--- src/rtl/filter_out_capture.sv ---
// Capture RAM at the FIR output: drops SKIP_N pipeline-fill samples, stores the next
// 2**ADDR_W valid outputs, registered readback. Optional |x| peak tracker: CAPTURE_PEAK_EN.
module filter_out_capture #(
  parameter int unsigned DATA_W = 20,
  parameter int unsigned ADDR_W = 5,
  parameter int unsigned SKIP_N = 8
) (
  input  logic                     clk,
  input  logic                     rst,
  input  logic                     start,
  input  logic                     in_valid,
  input  logic signed [DATA_W-1:0] in_data,
  input  logic [ADDR_W-1:0]        rd_addr,
  output logic signed [DATA_W-1:0] rd_data,
  output logic                     busy,
  output logic                     done,
`ifdef CAPTURE_PEAK_EN
  output logic [DATA_W-1:0]        peak_abs,
`endif
  output logic [ADDR_W:0]          count
);

  localparam int unsigned Depth = 2 ** ADDR_W;
  localparam int unsigned SkipW = (SKIP_N > 1) ? $clog2(SKIP_N + 1) : 1;
  localparam logic [SkipW-1:0] SkipLast = SkipW'((SKIP_N > 0) ? SKIP_N - 1 : 0);

  typedef enum logic [1:0] {StIdle, StSkip, StCapture, StDone} state_e;

  state_e              state_q, state_d;
  logic [SkipW-1:0]    skip_q, skip_d;
  logic [ADDR_W-1:0]   wr_ptr_q, wr_ptr_d;
  logic [ADDR_W:0]     count_q, count_d;
  logic [DATA_W-1:0]   rd_data_q;
  logic                mem_we;
  logic [DATA_W-1:0]   mem_q [Depth];

`ifdef CAPTURE_PEAK_EN
  logic [DATA_W-1:0] peak_q, peak_d, abs_in;

  // The most negative code has no positive twin, so it saturates.
  always_comb begin
    abs_in = in_data;
    if (in_data[DATA_W-1]) begin
      if (in_data == {1'b1, {(DATA_W-1){1'b0}}}) begin
        abs_in = {1'b0, {(DATA_W-1){1'b1}}};
      end else begin
        abs_in = DATA_W'(-in_data);
      end
    end
  end
`endif

  always_comb begin
    state_d  = state_q;
    skip_d   = skip_q;
    wr_ptr_d = wr_ptr_q;
    count_d  = count_q;
    mem_we   = 1'b0;
`ifdef CAPTURE_PEAK_EN
    peak_d   = peak_q;
`endif
    case (state_q)
      StIdle, StDone: begin
        if (start) begin
          state_d  = (SKIP_N > 0) ? StSkip : StCapture;
          skip_d   = '0;
          wr_ptr_d = '0;
          count_d  = '0;
`ifdef CAPTURE_PEAK_EN
          peak_d   = '0;
`endif
        end
      end
      StSkip: begin
        if (in_valid) begin
          skip_d = skip_q + 1'b1;
          if (skip_q == SkipLast) state_d = StCapture;
        end
      end
      StCapture: begin
        if (in_valid) begin
          mem_we   = 1'b1;
          wr_ptr_d = wr_ptr_q + 1'b1;
          count_d  = count_q + 1'b1;
          if (wr_ptr_q == '1) state_d = StDone;
`ifdef CAPTURE_PEAK_EN
          if (abs_in > peak_q) peak_d = abs_in;
`endif
        end
      end
      default: state_d = StIdle;
    endcase
  end

  always_ff @(posedge clk or posedge rst) begin
    if (rst) begin
      state_q   <= StIdle;
      skip_q    <= '0;
      wr_ptr_q  <= '0;
      count_q   <= '0;
      rd_data_q <= '0;
`ifdef CAPTURE_PEAK_EN
      peak_q    <= '0;
`endif
    end else begin
      state_q   <= state_d;
      skip_q    <= skip_d;
      wr_ptr_q  <= wr_ptr_d;
      count_q   <= count_d;
      rd_data_q <= mem_q[rd_addr];
`ifdef CAPTURE_PEAK_EN
      peak_q    <= peak_d;
`endif
    end
  end

  // RAM is never reset; read-before-write falls out of the non-blocking update.
  always_ff @(posedge clk) begin
    if (mem_we) mem_q[wr_ptr_q] <= in_data;
  end

  assign rd_data = rd_data_q;
  assign busy    = (state_q == StSkip) || (state_q == StCapture);
  assign done    = (state_q == StDone);
  assign count   = count_q;
`ifdef CAPTURE_PEAK_EN
  assign peak_abs = peak_q;
`endif

endmodule

--- config.mk ---
export PLATFORM = sky130hd
export DESIGN_NAME = filter_out_capture
export DESIGN_NICKNAME = d
export VERILOG_FILES = /design/src/rtl/filter_out_capture.sv
export SDC_FILE = /design/constraint.sdc
export NUM_CORES = 1
export LEC_CHECK = 0
export ABC_AREA = 1
export CAP_MARGIN = 20
export CORE_UTILIZATION = 50
export CTS_BUF_LIST = sky130_fd_sc_hd__clkbuf_4 sky130_fd_sc_hd__clkbuf_8 sky130_fd_sc_hd__clkbuf_16
export DETAILED_ROUTE_END_ITERATION = 7
export PLACE_DENSITY_LB_ADDON = 0.08
export SLEW_MARGIN = 20
export SYNTH_ARGS = -nofsm -noshare
export SYNTH_HDL_FRONTEND = slang
export SYNTH_SLANG_ARGS = --single-unit
--- constraint.sdc ---
create_clock -name clk -period 2.6 [get_ports clk]
set_clock_uncertainty 0.1 [all_clocks]
set_input_delay 0.78 -clock clk [delete_from_list [all_inputs] [get_ports clk]]
set_output_delay 0.78 -clock clk [all_outputs]
set_load 0.02 [all_outputs]
After elaboration in Yosys (flattened, before gate mapping)
Memory sizes are Yosys's and may differ from the RTL's. A register that Yosys moved wholly into a read port is not among the register bits.
Index checks and enable logic that the tools add are counted.
W data, S select, Z words.
- input port bits: 29
- register bits after elaboration: 17
- memories: 1
- logic and storage cells: 45
- output and inout port bits: 28
- ROM bits: 0
- memory bits (writable): 640
- latch bits: 0
- bitwise operators: 0
- add/sub/neg operators: 3
- div/mod/pow operators: 0
- magnitude comparators: 0
- eq/ne operators: 10
- multipliers: 0
- shift-type cells: 0
- muxes and demuxes: 19
- reductions and logical operators: 8
- memories (name ; words ; bits a word ; read ports ; clocked after Yosys merged registers in ; wr ports ; line ; source):
    mem_q ; 32 ; 20 ; 1 ; 1 ; 1 ; 35 ; logic [DATA_W-1:0] mem_q [Depth];
- operators by type and width (operator ; count):
    $mux W6 ; 2
    $pmux W6 S2 ; 1
    $mux W2 ; 5
    $mux W5 ; 2
    $ne A2 B2 Y1 const B ; 5
    $pmux W5 S2 ; 1
    $mux W4 ; 2
    $pmux W4 S2 ; 1
    $add A6 B1 Y6 const B ; 1
    $pmux W2 S3 ; 1
    $reduce_and A3 Y1 ; 2
    $add A5 B1 Y5 const B ; 1
    $eq A5 B5 Y1 const B ; 1
    $reduce_and A5 Y1 ; 1
    $add A4 B1 Y4 const B ; 1
    $eq A2 B2 Y1 const B ; 2
    $eq A4 B3 Y1 const B ; 1
    $mux W1 ; 4
    $reduce_bool A2 Y1 ; 2
    $eq A2 B1 Y1 const B ; 1
    $logic_not A2 Y1 ; 1
    $reduce_or A2 Y1 ; 1
    $logic_or A1 B1 Y1 ; 1

Depth between registers and ports, before layout
Gate-level depths: netlist of the first run.
- depth after elaboration: 4
- mapped depth: 12

Worst setup path before layout of the first run
Ideal clock, no wire load.
- path kind: input port to flip-flop
- start: in in_valid
- end: mem mem_q[0][0], enable pin
- slack: 0.082 ns
- stages on the path: 4
- arrival: 2.021 ns
- path buffers: 0
- required time: 2.103 ns
- library setup time: 0.397 ns
- path through: nand2_1 inv_1 nand2_1 nor2_1
- word-level cells in the longest chain between the ends: 4
- ends and longest elaborated chain (what ; line ; source):
    start, declared ; 11 ; input logic in_valid,
    $mux W1 ; 81 ; if (in_valid) begin
    $mux W1 ; 62 ; case (state_q)
    $mux W1 ; 119 ; if (mem_we) mem_q[wr_ptr_q] <= in_data;
    $mux W1 (implied by the code) ; 119 ;
    end, declared ; 35 ;
No other way between the ends.

Worst setup path in the final report of the first run
- start: reg rd_data_q[6], in the netlist rd_data[6], read port of mem_q
- end: out rd_data[6]
- RTL lines (what ; line ; source):
    start, declared ; 33 ; logic [DATA_W-1:0] rd_data_q;
    end, declared ; 14 ; output logic signed [DATA_W-1:0] rd_data,
No word-level cell between the ends.

==> metrics.md, run 1 <==
| Metric | Value |
|---|---|
| Commonest cells after routing, fill and taps aside | nand2_1 (916), edfxtp_1 (640), nand3_1 (497) |
| Worst-skew pair later-pin latency | 0.61 ns |
| Data required time of the worst path | 1.72 ns |
| Drt via density | 5.60 |
| Initial antenna violation count | 1 |
| Total die area | 56100 um^2 |
| Final wirelength | 75800 um |
| Max-cap violations | 0 |
| Unrepaired setup endpoints after global routing | false |
| Hold Crit Class | input port to async pin |
| CTS tree | done |
| Largest area contributor in the netlist | edfxtp_1 |
| Rows | 85 |
| TritonCTS Buffers | 71 |
| Flops & latches, synth | 677 |
| Global-route wire length before repair | 111000 um |
| Drt wl/cell | 23.6 um |
| Top delay family on crit path | buffers and inverters |
| First-pass DRT Iterations | 5 |
| Remaining DRCs | 0 |
| Largest net degree at the start of global routing | 93 |
| Yosys cell types | 27 |
| Mapped cell area | 27600 um^2 |
| Hold-fix buffers at CTS | 0 |
| Period utilization | 98.3% |
| Worst-path clk slew | 0.06 ns |
| Mapped Cells | 2347 |
| Worst VDD drop | 0.000579 V |
| Die Ht | 237 um |
| Fill count | 4372 |
| Most common cell after layout, fill and taps aside | nand2_1 |
| Nets | 2511 |
| Vias in the first global route | 17.3k |
| Syn_area_per_cell | 11.7 um^2 |
| Leakage | 12.1 nW |
| Clk buf depth | 3 |
| Status | complete, no violations |
| Final slew viol count | 0 |
| CP Capture Type | primary output |
| Core area | 54100 um^2 |
| Area of the multi-input gates | 6540 um^2 |
| Total grt overflow | 0 |
| Reg power frac | 49.8% |
| Flip-flop and latch area | 20100 um^2 |
| Slew HR | 48.9% |
| Final Critical Period | 2.55 ns |
| CP max stage delay | 0.64 ns |
| Starting Density | 50.9% |
| Yosys warns | 0 |
| Sw frac | 24.1% |
| Sw Pwr | 5.93 mW |
| Critical path's slowest cell | clkdlybuf4s50_1 |
| Worst-Margin Slew | 0.766 ns |
| Critical path, cell by cell | clkdlybuf4s50_1 |
| Area fraction of the dominant cell type after synthesis | 69.7% |
| Final Hold Viols | 0 |
| Syn nets | 2387 |
| IO buf count | 56 |
| Synth top area cells | edfxtp_1 (70%), nand2_1 (12%), nand3_1 (9.0%) |
| FMAX | 0.391 GHz |
| CP Launch Type | flop |
| Area delta synth->final | 17.4% |
| Die width | 237 um |
| Via Count | 18.0k |
| Routability Congestion | 0.843 |
| Clock network power share | 40.0% |
| Combinational share of power | 10.3% |
| Crit Path Class | flop to primary output |
| Post-DP HPWL | 45800 um |
| Worst-path maximum fanout | 1 |
| Reg2Reg Setup Slack | 0.63 ns |
| CP Buf/Inv Count | 1 |
| Root Buffer | clkbuf_16 |
| Internal power | 18.7 mW |
| Seq/Total Area, Yosys | 73.1% |
| Drt initial violations | 1756 |
| GRT Util Overall | 27.5% |
| Pwr dens | 761 nW/um^2 |
| H-tree depth | 3 |
| Total Neg Setup Slack | 0 ns |
| Final setup viols | 0 |
| Worst Path Arrival | 1.67 ns |
| Layout cells sized above 1 | 11.8% |
| Clk sink count | 677 |
| # IOs | 57 |
| WHS | 0.427 ns |
| Final ANT Viol Nets | 0 |
## flip-flops by register name, summed over array words and instances, names as in the netlist
register / cells
rd_data: 20
mem_q: 640
skip_q: 4
count: 6
state_q: 2
wr_ptr_q: 5
## power by group through the flow
stage | registers (mW) | logic, mW | clock network (mW)
after floorplan | 12.5 | 1.28 | 0
after global placement | 12.5 | 2.51 | 0
after detailed placement | 12.5 | 2.54 | 0
after CTS | 12.3 | 2.54 | 9.97
after global routing | 12.3 | 2.77 | 10.4
final | 12.3 | 2.53 | 9.84
## through the flow
stage	setup slack [ns]	area (um^2)	total power [mW]	util [%]	std cells
2_1_floorplan	0.0824	27600	13.8	-	2347
3_3_place_gp	0.0699	30100	15.0	55.6	3094
3_5_place_dp	0.0509	30100	15.0	55.6	3094
4_1_cts	0.00654	32400	24.8	59.8	3214
5_1_grt	0.0150	32400	25.4	59.8	3214
6_report	0.0452	32400	24.6	59.8	3215
## final cells by class
| type | instances | area share, % |
|---|---|---|
| diodes | 1 | 0.00773 |
| clock buffers | 96 | 6.27 |
| clock inverters | 24 | 0.653 |
| inverters | 24 | 0.321 |
| multi-input cells | 1507 | 20.2 |
| flip-flops and latches | 677 | 62.3 |
| well taps | 696 | 2.69 |
| repair buffers | 190 | 7.61 |
## final timing paths
kind	from	cells past startpoint	end
worst max-delay path	rd_data[6]	1	rd_data[6]
worst min-delay path	rst	3	skip_q[1]
worst max register to register	state_q[0]	9	wr_ptr_q[3]
worst min register to register	skip_q[3]	2	skip_q[3]
max in group asynchronous	rst	3	rd_data[15]
min in group clk	skip_q[3]	2	skip_q[3]
## timing repair
action	4_1_cts	5_1_grt
gates resized for setup	6	1
setup buffers	0	0
setup endpoints to repair	2	1
hold endpoints to repair	0	0
cloned	0	0
## cell usage after synthesis
master / instances
a21oi_1: 8
a31o_2: 1
and3_1: 1
buf_1: 6
buf_12: 2
buf_2: 70
buf_4: 12
buf_6: 25
clkbuf_1: 24
dfrtp_1: 37
edfxtp_1: 640
ha_1: 11
inv_1: 21
inv_2: 1
inv_4: 1
inv_8: 1
nand2_1: 916
nand2_2: 10
nand3_1: 497
nand4_1: 2
nor2_1: 44
nor3_1: 3
o21a_1: 1
o21ai_0: 9
o21ai_1: 1
o31ai_1: 1
xor2_1: 2
## kinds of logic (layout without fill, tap and decap cells)
group                    count (synthesis)  in the layout  share of synthesized area (%)
XOR/XNOR                                 2              2                         0.0635
AND/OR/NAND/NOR                       1473           1473                           22.4
other                                    0              1                              0
flip-flops                             677            677                           73.1
AO/OA/AOI/OAI                           21             21                          0.413
adder cells (fa/ha/maj)                 11             11                          0.499
buffers and inverters                  163            334                           3.53
## routing by layer
layer / vias to the layer above / routed length (um) / global-route usage (%) / part of all wire (%)
li1: 8400 / - / - / -
met1: 8786 / 31300 / 37.6 / 41
met5: - / 0 / 0 / 0
met4: 0 / 2890 / 11.9 / 3.8
met2: 680 / 36100 / 44.2 / 48
met3: 131 / 5440 / 3.99 / 7.2
No activity file was read; power rests on OpenSTA's default activity.
==> run 2, diff against run 1 <==
--- a/config.mk
+++ b/config.mk
@@ -10,6 +10,8 @@
 export CORE_UTILIZATION = 50
 export CTS_BUF_LIST = sky130_fd_sc_hd__clkbuf_4 sky130_fd_sc_hd__clkbuf_8 sky130_fd_sc_hd__clkbuf_16
 export DETAILED_ROUTE_END_ITERATION = 7
+export DONT_BUFFER_PORTS = 1
+export GPL_ROUTABILITY_DRIVEN = 0
 export PLACE_DENSITY_LB_ADDON = 0.08
 export SLEW_MARGIN = 20
 export SYNTH_ARGS = -nofsm -noshare
==> metrics.md, run 2 (same netlist as run 1, synthesis figures left out) <==
| Metric | Value |
|---|---|
| CTS tree | done |
| Via Count | 17.4k (-3.3%) |
| Global-route wire length before repair | 107000 um (-4.1%) |
| Post-DP HPWL | 39000 um (-15%) |
| Layout cells sized above 1 | 9.31% (-2.5 points) |
| Final Critical Period | 2.50 ns (-0.0588 ns) |
| Worst Path Arrival | 1.62 ns (-0.05 ns) |
| Worst Setup SP | state_q[0] |
| Remaining DRCs | 0 (unchanged) |
| Worst-path maximum fanout | 5 (+4) |
| Rows | 85 (unchanged) |
| Worst VDD drop | 0.000553 V (-4.5%) |
| Drt wl/cell | 22.5 um (-4.7%) |
| FMAX | 0.401 GHz (+2.4%) |
| Antenna cells | 0 (-1) |
| Total die area | 56100 um^2 (unchanged) |
| Final wirelength | 69700 um (-8.1%) |
| Crit Path Class | flop to primary output |
| Pwr dens | 761 nW/um^2 (about the same) |
| Final setup viols | 0 (unchanged) |
| First-pass DRT Iterations | 6 (+1) |
| Total grt overflow | 0 (unchanged) |
| Area delta synth->final | 12.3% |
| Worst-path clk slew | 0.06 ns (about the same) |
| Final Hold Viols | 0 (unchanged) |
| Leakage | 11.4 nW (-5.6%) |
| Drt via density | 5.61 (+0.23%) |
| Worst-Margin Slew | 0.685 ns (-0.0806 ns) |
| Max-cap violations | 0 (unchanged) |
| Initial antenna violation count | 1 (unchanged) |
| Starting Density | 50.9% (unchanged) |
| Cell Area, Placed | 28800 um^2 (-4.5%) |
| TritonCTS Buffers | 71 (unchanged) |
| Clk sink count | 677 (unchanged) |
| Reg2Reg Setup Slack | 0.25 ns (-0.38 ns) |
| Status | complete, no violations |
| Max FFs per register | 640 (unchanged) |
| Final slew viol count | 0 (unchanged) |
| Final ANT Viol Nets | 0 (unchanged) |
| Crit path to | busy |
| Reg2reg end | mem_q[28][6] |
| Root Buffer | clkbuf_16 |
| Slew HR | 54.2% (+5.3 points) |
| Largest net degree at the start of global routing | 322 (+250%) |
| Unrepaired setup endpoints after global routing | false |
| GRT Util Overall | 25.5% (-2.0 points) |
| # IOs | 57 (unchanged) |
| Core area | 54100 um^2 (unchanged) |
| Vias in the first global route | 17.2k (-1.0%) |
| Hold Crit Class | input port to flop |
| CP Capture Type | primary output |
| Die width | 237 um (unchanged) |
| Die Ht | 237 um (unchanged) |
| Largest register by flop count | mem_q |
| Total Neg Setup Slack | 0 ns (unchanged) |
| Period utilization | 96.0% (-2.3 points) |
| H-tree depth | 3 (unchanged) |
| Worst-skew pair later-pin latency | 0.61 ns (about the same) |
| Worst r2r src | state_q[0] |
| Most common cell after layout, fill and taps aside | nand2_1 |
| IO buf count | 0 (-100%) |
| Commonest cells after routing, fill and taps aside | nand2_1 (916), edfxtp_1 (640), nand3_1 (497) |
| Design Area, Final | 31000 um^2 (-4.3%) |
| Nets | 2390 (-4.8%) |
| Reg2Reg Depth | 7 (-2) |
| Data required time of the worst path | 1.72 ns (about the same) |
| Fill count | 4436 (+1.5%) |
| CP Launch Type | flop |
| Clk buf depth | 3 (unchanged) |
| Drt initial violations | 1579 (-10%) |
## run 2: cell types whose count changed in the layout (fill, tap and decap cells not counted), sizes merged, moves of 3 or more
| cell | delta |
|---|---|
| buf | -71 |
| clkbuf | -9 |
| clkdlybuf4s50 | -50 |
| clkinv | +16 |
| inv | +3 |
## run 2: worst min-delay path by stage
stage | from | endpoint | slack, ns | depth (start not counted)
global route | in_data[3] | mem_q[21][3] | 0.13 | 0
CTS | in_data[18] | mem_q[1][18] | 0.13 | 0
floorplan | skip_q[1] | skip_q[1] | 0.38 | 2
detailed placement | skip_q[3] | skip_q[3] | 0.41 | 2
finish | in_data[15] | mem_q[9][15] | 0.16 | 0
global placement | skip_q[1] | skip_q[1] | 0.40 | 2
## run 2: layer usage
| metal | share of wire, % | GRT usage, % |
|---|---|---|
| met2 | 46 | 39.7 |
| met1 | 46 | 37.3 |
| met5 | 0 | 0 |
| met4 | 2.2 | 7.06 |
| met3 | 6.1 | 4.27 |
## run 2: worst max-delay path: stages (launching register included)
cell and delay (ns):
dfrtp_1 0.42, inv_1 0.06, ha_1 0.33, inv_1 0.20
## run 2: stage by stage
stage	std cells	hold slack (ns)	utilization, %	setup WS [ns]	power (mW)
after floorplan	2347	0.375	-	0.0824	13.8
after global placement	2972	0.399	53.1	0.210	14.2
after detailed placement	2972	0.414	53.1	0.192	14.2
after CTS	3101	0.127	57.2	0.0701	23.8
after global routing	3101	0.131	57.2	0.00462	24.4
final	3101	0.160	57.2	0.104	23.6
## run 2: layout make-up
| cell class | count | area, um^2 | area share (%) |
|---|---|---|---|
| repair buffers | 69 | 1120 | 3.62 |
| well taps | 696 | 871 | 2.81 |
| clock inverters | 41 | 290 | 0.937 |
| clock buffers | 87 | 1900 | 6.14 |
| flip-flops and latches | 677 | 20100 | 65.0 |
| inverters | 24 | 104 | 0.335 |
| multi-input cells | 1507 | 6540 | 21.1 |
## run 2: repair_timing
action / 4_1_cts / 5_1_grt
gates resized for setup: 0 / 0
setup buffers: 0 / 0
endpoints found under the setup margin: 0 / 0
endpoints found under the hold margin: 23 / 0
hold buffers: 1 / 0
## run 2: report_power, final
part | switching, mW | internal, mW | leakage [nW]
combinational | 1.09 | 0.531 | 4.11
sequential | 0.224 | 12.1 | 6.23
clock | 4.15 | 5.44 | 1.10
total | 5.47 | 18.1 | 11.4
